`config.mk`:
```
export PLATFORM = sky130hd
export DESIGN_NAME = hc_rd_credit_shim_flat
export DESIGN_NICKNAME = d
export VERILOG_FILES = /design/src/rtl/hc_rd_credit_shim_if.sv /design/src/rtl/hc_rd_credit_shim.sv /design/src/flat_wrapper.sv
export SDC_FILE = /design/constraint.sdc
export NUM_CORES = 1
export LEC_CHECK = 0
export CAP_MARGIN = 15
export CORE_MARGIN = 1
export CORE_UTILIZATION = 40
export DETAILED_ROUTE_END_ITERATION = 10
export PLACE_DENSITY_LB_ADDON = 0.25
export SETUP_SLACK_MARGIN = 0.2
export SYNTH_ARGS = -nofsm -noshare
export SYNTH_HDL_FRONTEND = slang
export SYNTH_SLANG_ARGS = --single-unit
export TNS_END_PERCENT = 100
```
`constraint.sdc`:
```
create_clock -name clk -period 4.1 [get_ports clk]
set_input_delay 0.82 -clock clk [delete_from_list [all_inputs] [get_ports clk]]
set_output_delay 0.82 -clock clk [all_outputs]
set_load 0.01 [all_outputs]
```
`src/rtl/hc_rd_credit_shim_if.sv`:
```
// Read-request bus around the c0 credit shim: upstream request channel,
// downstream MPF request channel, MPF almost-full and c0 read-response strobe.
// Ports: up_valid/up_addr/up_mdata/up_ready upstream; dn_valid/dn_addr/dn_mdata
//        downstream; dn_almfull back-pressure; rsp_valid credit return.
interface hc_rd_credit_shim_if;
   logic        up_valid;
   logic [41:0] up_addr;
   logic [15:0] up_mdata;
   logic        up_ready;
   logic        dn_valid;
   logic [41:0] dn_addr;
   logic [15:0] dn_mdata;
   logic        dn_almfull;
   logic        rsp_valid;

   modport master (
      output up_valid, up_addr, up_mdata, dn_almfull, rsp_valid,
      input  up_ready, dn_valid, dn_addr, dn_mdata
   );

   modport slave (
      input  up_valid, up_addr, up_mdata, dn_almfull, rsp_valid,
      output up_ready, dn_valid, dn_addr, dn_mdata
   );
endinterface

```
`src/rtl/hc_rd_credit_shim.sv`:
```
// Credit-limited read-request shim on c0: FIFO-buffers requests, issues them
// to MPF only below MAX_OUTSTANDING and while MPF is not almost full.
// Ports: clk, reset (async, active-high); bus (slave side of the shim bus);
//        outstanding, issued_cnt, credit_err (status outputs).
module hc_rd_credit_shim #(
   parameter int MAX_OUTSTANDING = 64,
   parameter int FIFO_DEPTH      = 4
) (
   input  logic                 clk,
   input  logic                 reset,
   hc_rd_credit_shim_if.slave   bus,
   output logic [9:0]           outstanding,
   output logic [31:0]          issued_cnt,
   output logic                 credit_err
);

   localparam int          AW      = $clog2(FIFO_DEPTH);
   localparam logic [AW:0] DEPTH_L = (AW+1)'(FIFO_DEPTH);
   localparam logic [9:0]  MAX_L   = 10'(MAX_OUTSTANDING);

   logic [57:0] mem [FIFO_DEPTH];
   logic [AW:0] wr_ptr;
   logic [AW:0] rd_ptr;
   logic [AW:0] count;
   logic        fifo_empty;
   logic        fifo_full;
   logic        push;
   logic        pop;

   // Pointers carry an extra wrap bit so full and empty are distinguishable.
   assign count      = wr_ptr - rd_ptr;
   assign fifo_empty = (count == '0);
   assign fifo_full  = (count == DEPTH_L);

   // Ready depends only on registered state: a pop never re-opens it early.
   assign bus.up_ready = !fifo_full;

   assign push = bus.up_valid && !fifo_full;
   assign pop  = !fifo_empty && !bus.dn_almfull && (outstanding < MAX_L);

   always_ff @(posedge clk) begin
      if (push)
         mem[wr_ptr[AW-1:0]] <= {bus.up_addr, bus.up_mdata};
   end

   always_ff @(posedge clk or posedge reset) begin
      if (reset) begin
         wr_ptr       <= '0;
         rd_ptr       <= '0;
         bus.dn_valid <= 1'b0;
         bus.dn_addr  <= '0;
         bus.dn_mdata <= '0;
         outstanding  <= '0;
         issued_cnt   <= '0;
         credit_err   <= 1'b0;
      end else begin
         bus.dn_valid <= pop;
         if (push)
            wr_ptr <= wr_ptr + 1'b1;
         if (pop) begin
            rd_ptr                     <= rd_ptr + 1'b1;
            {bus.dn_addr, bus.dn_mdata} <= mem[rd_ptr[AW-1:0]];
            issued_cnt                 <= issued_cnt + 32'd1;
         end
         // Credits move at the decision cycle, so the limit is never overshot.
         unique case ({pop, bus.rsp_valid})
            2'b10: outstanding <= outstanding + 10'd1;
            2'b01: begin
               if (outstanding == '0)
                  credit_err <= 1'b1;
               else
                  outstanding <= outstanding - 10'd1;
            end
            default: ;
         endcase
      end
   end

endmodule
```
`src/flat_wrapper.sv`:
```
// flat-port wrapper written by rule: the top's interface ports become plain ports
module hc_rd_credit_shim_flat 
#(
   parameter int MAX_OUTSTANDING = 64,
   parameter int FIFO_DEPTH      = 4
)
  (clk, reset, outstanding, issued_cnt, credit_err, bus_up_valid, bus_up_addr, bus_up_mdata, bus_dn_almfull, bus_rsp_valid, bus_up_ready, bus_dn_valid, bus_dn_addr, bus_dn_mdata);
  hc_rd_credit_shim_if bus_i ();
  input  logic clk;
  input  logic reset;
  output logic [9:0] outstanding;
  output logic [31:0] issued_cnt;
  output logic credit_err;
  input wire logic [$bits(bus_i.up_valid)-1:0] bus_up_valid;
  input wire logic [$bits(bus_i.up_addr)-1:0] bus_up_addr;
  input wire logic [$bits(bus_i.up_mdata)-1:0] bus_up_mdata;
  input wire logic [$bits(bus_i.dn_almfull)-1:0] bus_dn_almfull;
  input wire logic [$bits(bus_i.rsp_valid)-1:0] bus_rsp_valid;
  output wire logic [$bits(bus_i.up_ready)-1:0] bus_up_ready;
  output wire logic [$bits(bus_i.dn_valid)-1:0] bus_dn_valid;
  output wire logic [$bits(bus_i.dn_addr)-1:0] bus_dn_addr;
  output wire logic [$bits(bus_i.dn_mdata)-1:0] bus_dn_mdata;
  assign bus_i.up_valid = bus_up_valid;
  assign bus_i.up_addr = bus_up_addr;
  assign bus_i.up_mdata = bus_up_mdata;
  assign bus_i.dn_almfull = bus_dn_almfull;
  assign bus_i.rsp_valid = bus_rsp_valid;
  assign bus_up_ready = bus_i.up_ready;
  assign bus_dn_valid = bus_i.dn_valid;
  assign bus_dn_addr = bus_i.dn_addr;
  assign bus_dn_mdata = bus_i.dn_mdata;
  hc_rd_credit_shim #(.MAX_OUTSTANDING(MAX_OUTSTANDING), .FIFO_DEPTH(FIFO_DEPTH)) u_core (.clk(clk), .reset(reset), .bus(bus_i), .outstanding(outstanding), .issued_cnt(issued_cnt), .credit_err(credit_err));
endmodule
```
==> reports/metrics.yaml, run 1 <==
synthMuxAreaShare_pct: 10.7
grt_pass1_wl_mm: 42.7
drt-total-wl_mm: 26.9
ys_top_cells_by_area: "edfxtp_1 53%, dfrtp_1 20%, mux4_2 9.9%, nand2_1 5.5%, xnor2_1 2.2%"
startpoint: "u_core.rd_ptr[1]"
r2r_slack_ns: 0.82
synth_compound_area_share_pct: 1.92
max_stage_delay_ns: 0.51
synth_nets: 881
synth_top_family_by_area: "multiplexers"
gp_congestion: 0.763
end_kind: "output pin"
core_um2: 32500
timing.rr.end: "u_core.outstanding[9]"
worst-r2r-cell-count: 13
cpMaxStageDelayCell: "clkdlybuf4s50_1"
wl_per_cell_um: 18.4
peakVddDrop_v: 0.000354
drv_cap: 0
synth_seq_area_share_pct: 73.3
hold_buffers: 0
grtUsageTotal_pct: 16.6
yosys.area_share.xor_xnor_pct: 2.99
finalSetupTns_ns: 0
ys_types: 49
synth_area_um2: 13200
fp.dieArea_um2: 33700
power_density_nw_per_um2: 721
status: "complete, no violations"
path_clk_slew_ns: 0.06
post_cts_resized: 0
reg2reg_from: "u_core.rd_ptr[1]"
min_period_ns: 3.34
min_path_type: "flip-flop to flip-flop"
drc_errors: 0
cp_cell_sequence: "inv_1 -> ha_1 -> and2b_2 -> xnor2_1 -> nand2_1 -> clkdlybuf4s50_1"
first_iter_violations: 298
ant_nets: 0
place.detailed.hpwl_mm: 15.6
area_growth_pct: 27.3
ioPinCount: 166
critPathKind: "flip-flop to output pin"
cp_data_arrival_time_ns: 2.52
worstPathRequired_ns: 3.28
numPortBuffers: 165
synth_fa_ha_area_share_pct: 1.67
clock_path_buffers: 3
async_reset_ff_share_pct: 31.8
grt_max_degree: 70
h-tree-depth: 2
yosys.area_share.simple_pct: 8.28
cp-start-kind: "flip-flop"
ys_seq_elements: 340
synthCells: 801
grt_setup_unrepaired: "false"
chipHeight_um: 184
slew_viol_final: 0
critPathCapture: "bus_up_ready"
final_nets: 1070
num_rows: 66
clk_latency_ns: 0.53
finalHoldViolations: 0
synth_edf_count: 232
synthFlopType: "edfxtp_1"
setup_viol: 0
cts.sinks: 340
root_buffer: "clkbuf_16"
critPathBufInv: 2
antennaDiodeCount: 0
grt.overflow.total: 0
die_w_um: 184
first_pass_iters: 4
yosysTopAreaCellShare_pct: 52.8
cp.depth: 6
p_leak_uw: 0.00629
yosysMostFrequentCell: "edfxtp_1"
finClkSkew_ns: 0.0231
grt_pass1_vias: 7553
drive_gt1_share_pct: 15.1
timing.final.crit_share_pct: 81.4
initial_utilization_pct: 40.7
syn_avg_cell_area_um2: 16.5
routed_via_density: 4.97
yosysTopAreaCell: "edfxtp_1"
cp_max_fo: 5
path_delay_family: "buffers and inverters"
antenna_found_initial: 0
worst_pin_slew_ns: 0.975
ys.warnings.count: 0
relSlewSlack_pct: 35.0
fmax_ghz: 0.300
vias: 7266
postCtsSetupRepairBufs: 0
cts_tree: "built"
fill_cells: 2719
synth_commonest_cells: "232 x edfxtp_1, 194 x nand2_1, 108 x dfrtp_1"
cts_buffers: 38
fin_util_pct: 51.7
cells in the final DEF, fill, tap and decap left out, types with 3 or more instances in the layout:
master           instances
nor4_1                   3
bufinv_16                5
a21oi_1                  8
mux4_2                  58
buf_4                    8
clkbuf_16               42
nor2_1                  11
dfrtp_1                106
nand2_1                194
or3_1                    3
mux2_2                   8
clkbuf_1                10
clkinv_2                 6
o211ai_1                 3
nand3_1                 12
o21ai_0                  6
nand4_1                  8
ha_1                    16
nand2b_1                 4
edfxtp_1               232
xor2_1                  12
buf_12                   4
and2_4                   4
nor3_1                   3
xnor2_1                 33
inv_1                   10
clkdlybuf4s50_1        165
per-layer routing:
layer | global-route usage [%] | up-vias | share of wire, %
met3 | 3.80 | 39 | 6.2
met5 | 0 | - | 0
met1 | 23.0 | 3700 | 46
met2 | 26.2 | 180 | 46
li1 | - | 3347 | -
met4 | 4.73 | 0 | 1.8
where the power goes:
group | leakage (µW) | internal [µW] | switching (µW)
Sequential | 0.00350 | 4650 | 395
Combinational | 0.00214 | 1750 | 1770
Clock | 0.000645 | 2220 | 1320
sequential cells by signal, summed over array words and instances (netlist names):
signal / flops
u_core.outstanding: 10
u_core.rd_ptr: 3
u_core.credit_err: 1
u_core.bus.dn_mdata: 16
u_core.mem: 232
u_core.wr_ptr: 3
u_core.issued_cnt: 32
u_core.bus.dn_addr: 42
u_core.bus.dn_valid: 1
worst register-to-register path, cell delays in order, from the launching register on:
cell      delay (ns)
dfrtp_4         0.46
inv_1           0.07
ha_1            0.13
and2b_2         0.23
xnor2_1         0.22
o21ai_4         0.18
inv_2           0.05
nor2_2          0.38
ha_1            0.34
a211oi_1        0.24
o21bai_1        0.15
o2111a_1        0.30
o31ai_1         0.22
o311ai_0        0.15
how the worst min path moves through the flow:
| stage | slack [ns] | from | depth (start not counted) | endpoint |
|---|---|---|---|---|
| final | 0.47 | u_core.bus.dn_addr[35] | 2 | u_core.bus.dn_addr[35] |
| after floorplan | 0.46 | u_core.wr_ptr[2] | 1 | u_core.wr_ptr[2] |
| after global placement | 0.46 | u_core.bus.dn_addr[18] | 2 | u_core.bus.dn_addr[18] |
| after detailed placement | 0.46 | u_core.bus.dn_addr[35] | 2 | u_core.bus.dn_addr[35] |
| after CTS | 0.48 | u_core.bus.dn_addr[35] | 2 | u_core.bus.dn_addr[35] |
| after global routing | 0.50 | u_core.issued_cnt[31] | 1 | u_core.issued_cnt[31] |
kinds of logic after synthesis:
| logic type | after synthesis |
|---|---|
| flops | 340 |
| simple gates | 256 |
| mux | 67 |
| xor+xnor | 45 |
| buf+inv | 40 |
| compound gates | 36 |
| fa+ha+maj | 17 |
through the flow:
stage	std cells	power [µW]	cell area [µm²]	setup WS, ns	hold WS (ns)
6_report	1462	12100	16800	0.763	0.471
5_1_grt	1462	12800	16800	0.476	0.495
4_1_cts	1462	12300	16800	0.745	0.475
3_5_place_dp	1392	8710	15500	0.609	0.461
3_3_place_gp	1392	8650	15500	0.611	0.460
2_1_floorplan	801	7210	13200	0.213	0.462
area by class of cell:
cell class | count | area, µm² | share of cell area [%]
Clock inverter | 16 | 211 | 1.26
Tap cell | 442 | 553 | 3.29
Multi-Input combinational cell | 421 | 3390 | 20.2
Sequential cell | 340 | 9680 | 57.6
Clock buffer | 54 | 1120 | 6.65
Inverter | 12 | 47.5 | 0.283
Timing Repair Buffer | 177 | 1790 | 10.7
Note: power is estimated with default switching activity, not from simulation.
==> run 2: changes to the inputs <==
Clock period 4.1 ns to 3 ns, I/O delays scaled along.
==> run 2 against run 1 <==
Against the previous run: die area is the same; sequential share of layout area shrank 1.3 points; clock power rose by 37%; worst hold slack got worse by 0.0018 ns; global-route usage hardly changed; first-iteration DRC count increased by 13%; cell count rose by 1.7%; largest power group unchanged; highest routed layer unchanged.
==> reports/metrics.yaml, run 2 (same netlist as run 1, synthesis figures left out) <==
status: "complete, no violations"
min_period_ns: 2.90
initial_utilization_pct: 40.7  # unchanged
largest_reg_flops: 232  # unchanged
placed_area_um2: 15800  # +2.0%
critPathBufInv: 3  # +1
first_pass_iters: 4  # unchanged
end_kind: "flip-flop"
path_clk_slew_ns: 0.06  # about the same
drive_gt1_share_pct: 18.5  # +3.4 points
reg2reg_from: "u_core.rd_ptr[1]"
p_int_uw: 12100  # +41%
h-tree-depth: 2  # unchanged
grt.overflow.total: 0  # unchanged
grtUsageTotal_pct: 16.6  # about the same
combPwrFrac_pct: 31.3  # +2.2 points
startpoint: "u_core.rd_ptr[1]"
drt-total-wl_mm: 27.4  # +2.0%
dp_cells: 1414  # +1.6%
critPathKind: "flip-flop to flip-flop"
final_nets: 1095  # +2.3%
grt_pass1_wl_mm: 42.9  # +0.42%
layout.cells.non_filler: 1487  # +1.7%
hold_path_startpoint: "u_core.issued_cnt[31]"
numPortBuffers: 165  # unchanged
cp_max_fo: 9  # +4
cts_tree: "built"
root_buffer: "clkbuf_16"
grt_use_met2_pct: 27.2  # +0.97 points
grt_max_degree: 70  # unchanged
area_growth_pct: 30.3
cts_buffers: 38  # unchanged
vias: 7298  # +0.44%
routed_via_density: 4.91  # -1.2%
setup_viol: 0  # unchanged
wl_per_cell_um: 18.4  # +0.33%
worst_pin_slew_ns: 0.954  # -0.0216 ns
grt_pass1_vias: 7509  # -0.58%
seq_power_share_pct: 40.2  # -1.4 points
relSlewSlack_pct: 36.4  # +1.4 points
clock_path_buffers: 3  # unchanged
post-place-ws_ns: -0.143  # -0.752 ns
grt-busiest-layer: "met2"
cp_cell_sequence: "inv_2 -> ha_1 -> and2b_2 -> xnor2_4 -> o21ai_4 -> clkinv_4 -> nor2_4 -> buf_12 -> fa_2 -> a211oi_4 -> o21bai_2 -> o2111ai_1 -> o311ai_1 -> mux2_2"
first_iter_violations: 336  # +13%
p_leak_uw: 0.00645  # +2.5%
path_delay_family: "compound AO/OA/AOI/OAI gates"
layout_common_cells: "232 x edfxtp_1, 194 x nand2_1, 164 x clkdlybuf4s50_1"
cpMaxStageDelayCell: "dfrtp_4"
chipHeight_um: 184  # unchanged
fmax_ghz: 0.344
finalSetupTns_ns: 0  # unchanged
core_um2: 32500  # unchanged
gp_congestion: 0.770  # +0.84%
grt_setup_unrepaired: "true"
grtUsageMet3_pct: 3.11  # -0.69 points
swShare_pct: 28.9  # +0.031 points
antenna_found_initial: 2  # +2
peakVddDrop_v: 0.000596  # +68%
p_clk_share_pct: 28.5  # -0.8 points
finalHoldViolations: 0  # unchanged
ant_nets: 0  # unchanged
place.detailed.hpwl_mm: 15.9  # +2.1%
power_density_nw_per_um2: 992  # +38%
power_uw: 17000  # +41%
cp_data_arrival_time_ns: 3.30  # +0.78 ns
cts.sinks: 340  # unchanged
final_common_cell: "edfxtp_1"
slew_viol_final: 0  # unchanged
drv_cap: 0  # unchanged
finClkSkew_ns: 0.0180  # -0.00509 ns
min_path_type: "flip-flop to flip-flop"
worstPathRequired_ns: 3.39  # +0.11 ns
cp-start-kind: "flip-flop"
fp.dieArea_um2: 33700  # unchanged
p_sw_uw: 4920  # +41%
num_rows: 66  # unchanged
stdcell_area_um2: 17200  # +2.4%
timing.final.crit_share_pct: 96.8
clk_latency_ns: 0.52  # about the same
setup_slack_ns: 0.0952  # -0.668 ns
die_w_um: 184  # unchanged
drc_errors: 0  # unchanged
max_stage_delay_ns: 0.47  # -0.04 ns
grt_use_met1_pct: 22.7  # -0.36 points
ioPinCount: 166  # unchanged
-- run 2: path summary, 6_finish.rpt --
path,end,slack (ns),cells past startpoint
worst max-delay path,u_core.outstanding[8],0.1,14
worst min-delay path,u_core.issued_cnt[31],0.47,1
worst max register to register,u_core.outstanding[8],0.1,14
worst min register to register,u_core.issued_cnt[31],0.47,1
max in group asynchronous,u_core.issued_cnt[7],1.81,3
min in group asynchronous,u_core.bus.dn_addr[21],0.53,2
-- run 2: area by class of cell --
| type | instances | area (µm²) |
|---|---|---|
| Timing Repair Buffer | 202 | 2050 |
| Clock buffer | 49 | 1020 |
| Sequential cell | 340 | 9680 |
| Multi-Input combinational cell | 421 | 3520 |
| Tap cell | 442 | 553 |
| Clock inverter | 20 | 302 |
| Antenna cell | 1 | 2.50 |
| Inverter | 12 | 53.8 |
| Fill cell | 2657 | 15300 |
-- run 2: routing by layer --
layer,part of all wire (%),vias up
li1,-,3398
met3,5.0,46
met4,2.2,0
met2,48,175
met5,0,-
met1,45,3679
-- run 2: metrics by stage --
stage                     util (%)  hold WS (ns)
after global routing          53.0         0.496
after detailed placement      48.6         0.463
after floorplan                  -         0.462
after CTS                     52.8         0.477
after global placement        48.6         0.459
final                         53.0         0.470
-- run 2: repair_timing --
item,CTS,global route
hold buffers,0,0
pin swaps,5,3
setup buffers,3,0
resized for setup,6,9
setup endpoints to repair,10,10
endpoints found under the hold margin,0,0
-- run 2: power by group through the flow --
stage / clock, µW / sequential [µW] / combinational, µW
after floorplan: 0 / 7040 / 2980
after global placement: 0 / 6930 / 5300
after detailed placement: 0 / 6960 / 5350
after CTS: 4980 / 6880 / 5390
after global routing: 5160 / 6980 / 5810
final: 4860 / 6860 / 5330
-- run 2: worst register-to-register path, stage by stage, from the launching register on --
cell	delay, ns
dfrtp_4	0.47
inv_2	0.06
ha_1	0.13
and2b_2	0.25
xnor2_4	0.20
o21ai_4	0.09
clkinv_4	0.06
nor2_4	0.03
buf_12	0.15
fa_2	0.38
a211oi_4	0.25
o21bai_2	0.12
o2111ai_1	0.19
o311ai_1	0.14
mux2_2	0.28
==> run 3: changes to the inputs <==
Settings changed: CTS_CLUSTER_SIZE set to 16.
==> results of run 3 <==
The final DEF is identical to that of run 2; final timing and power are the same.
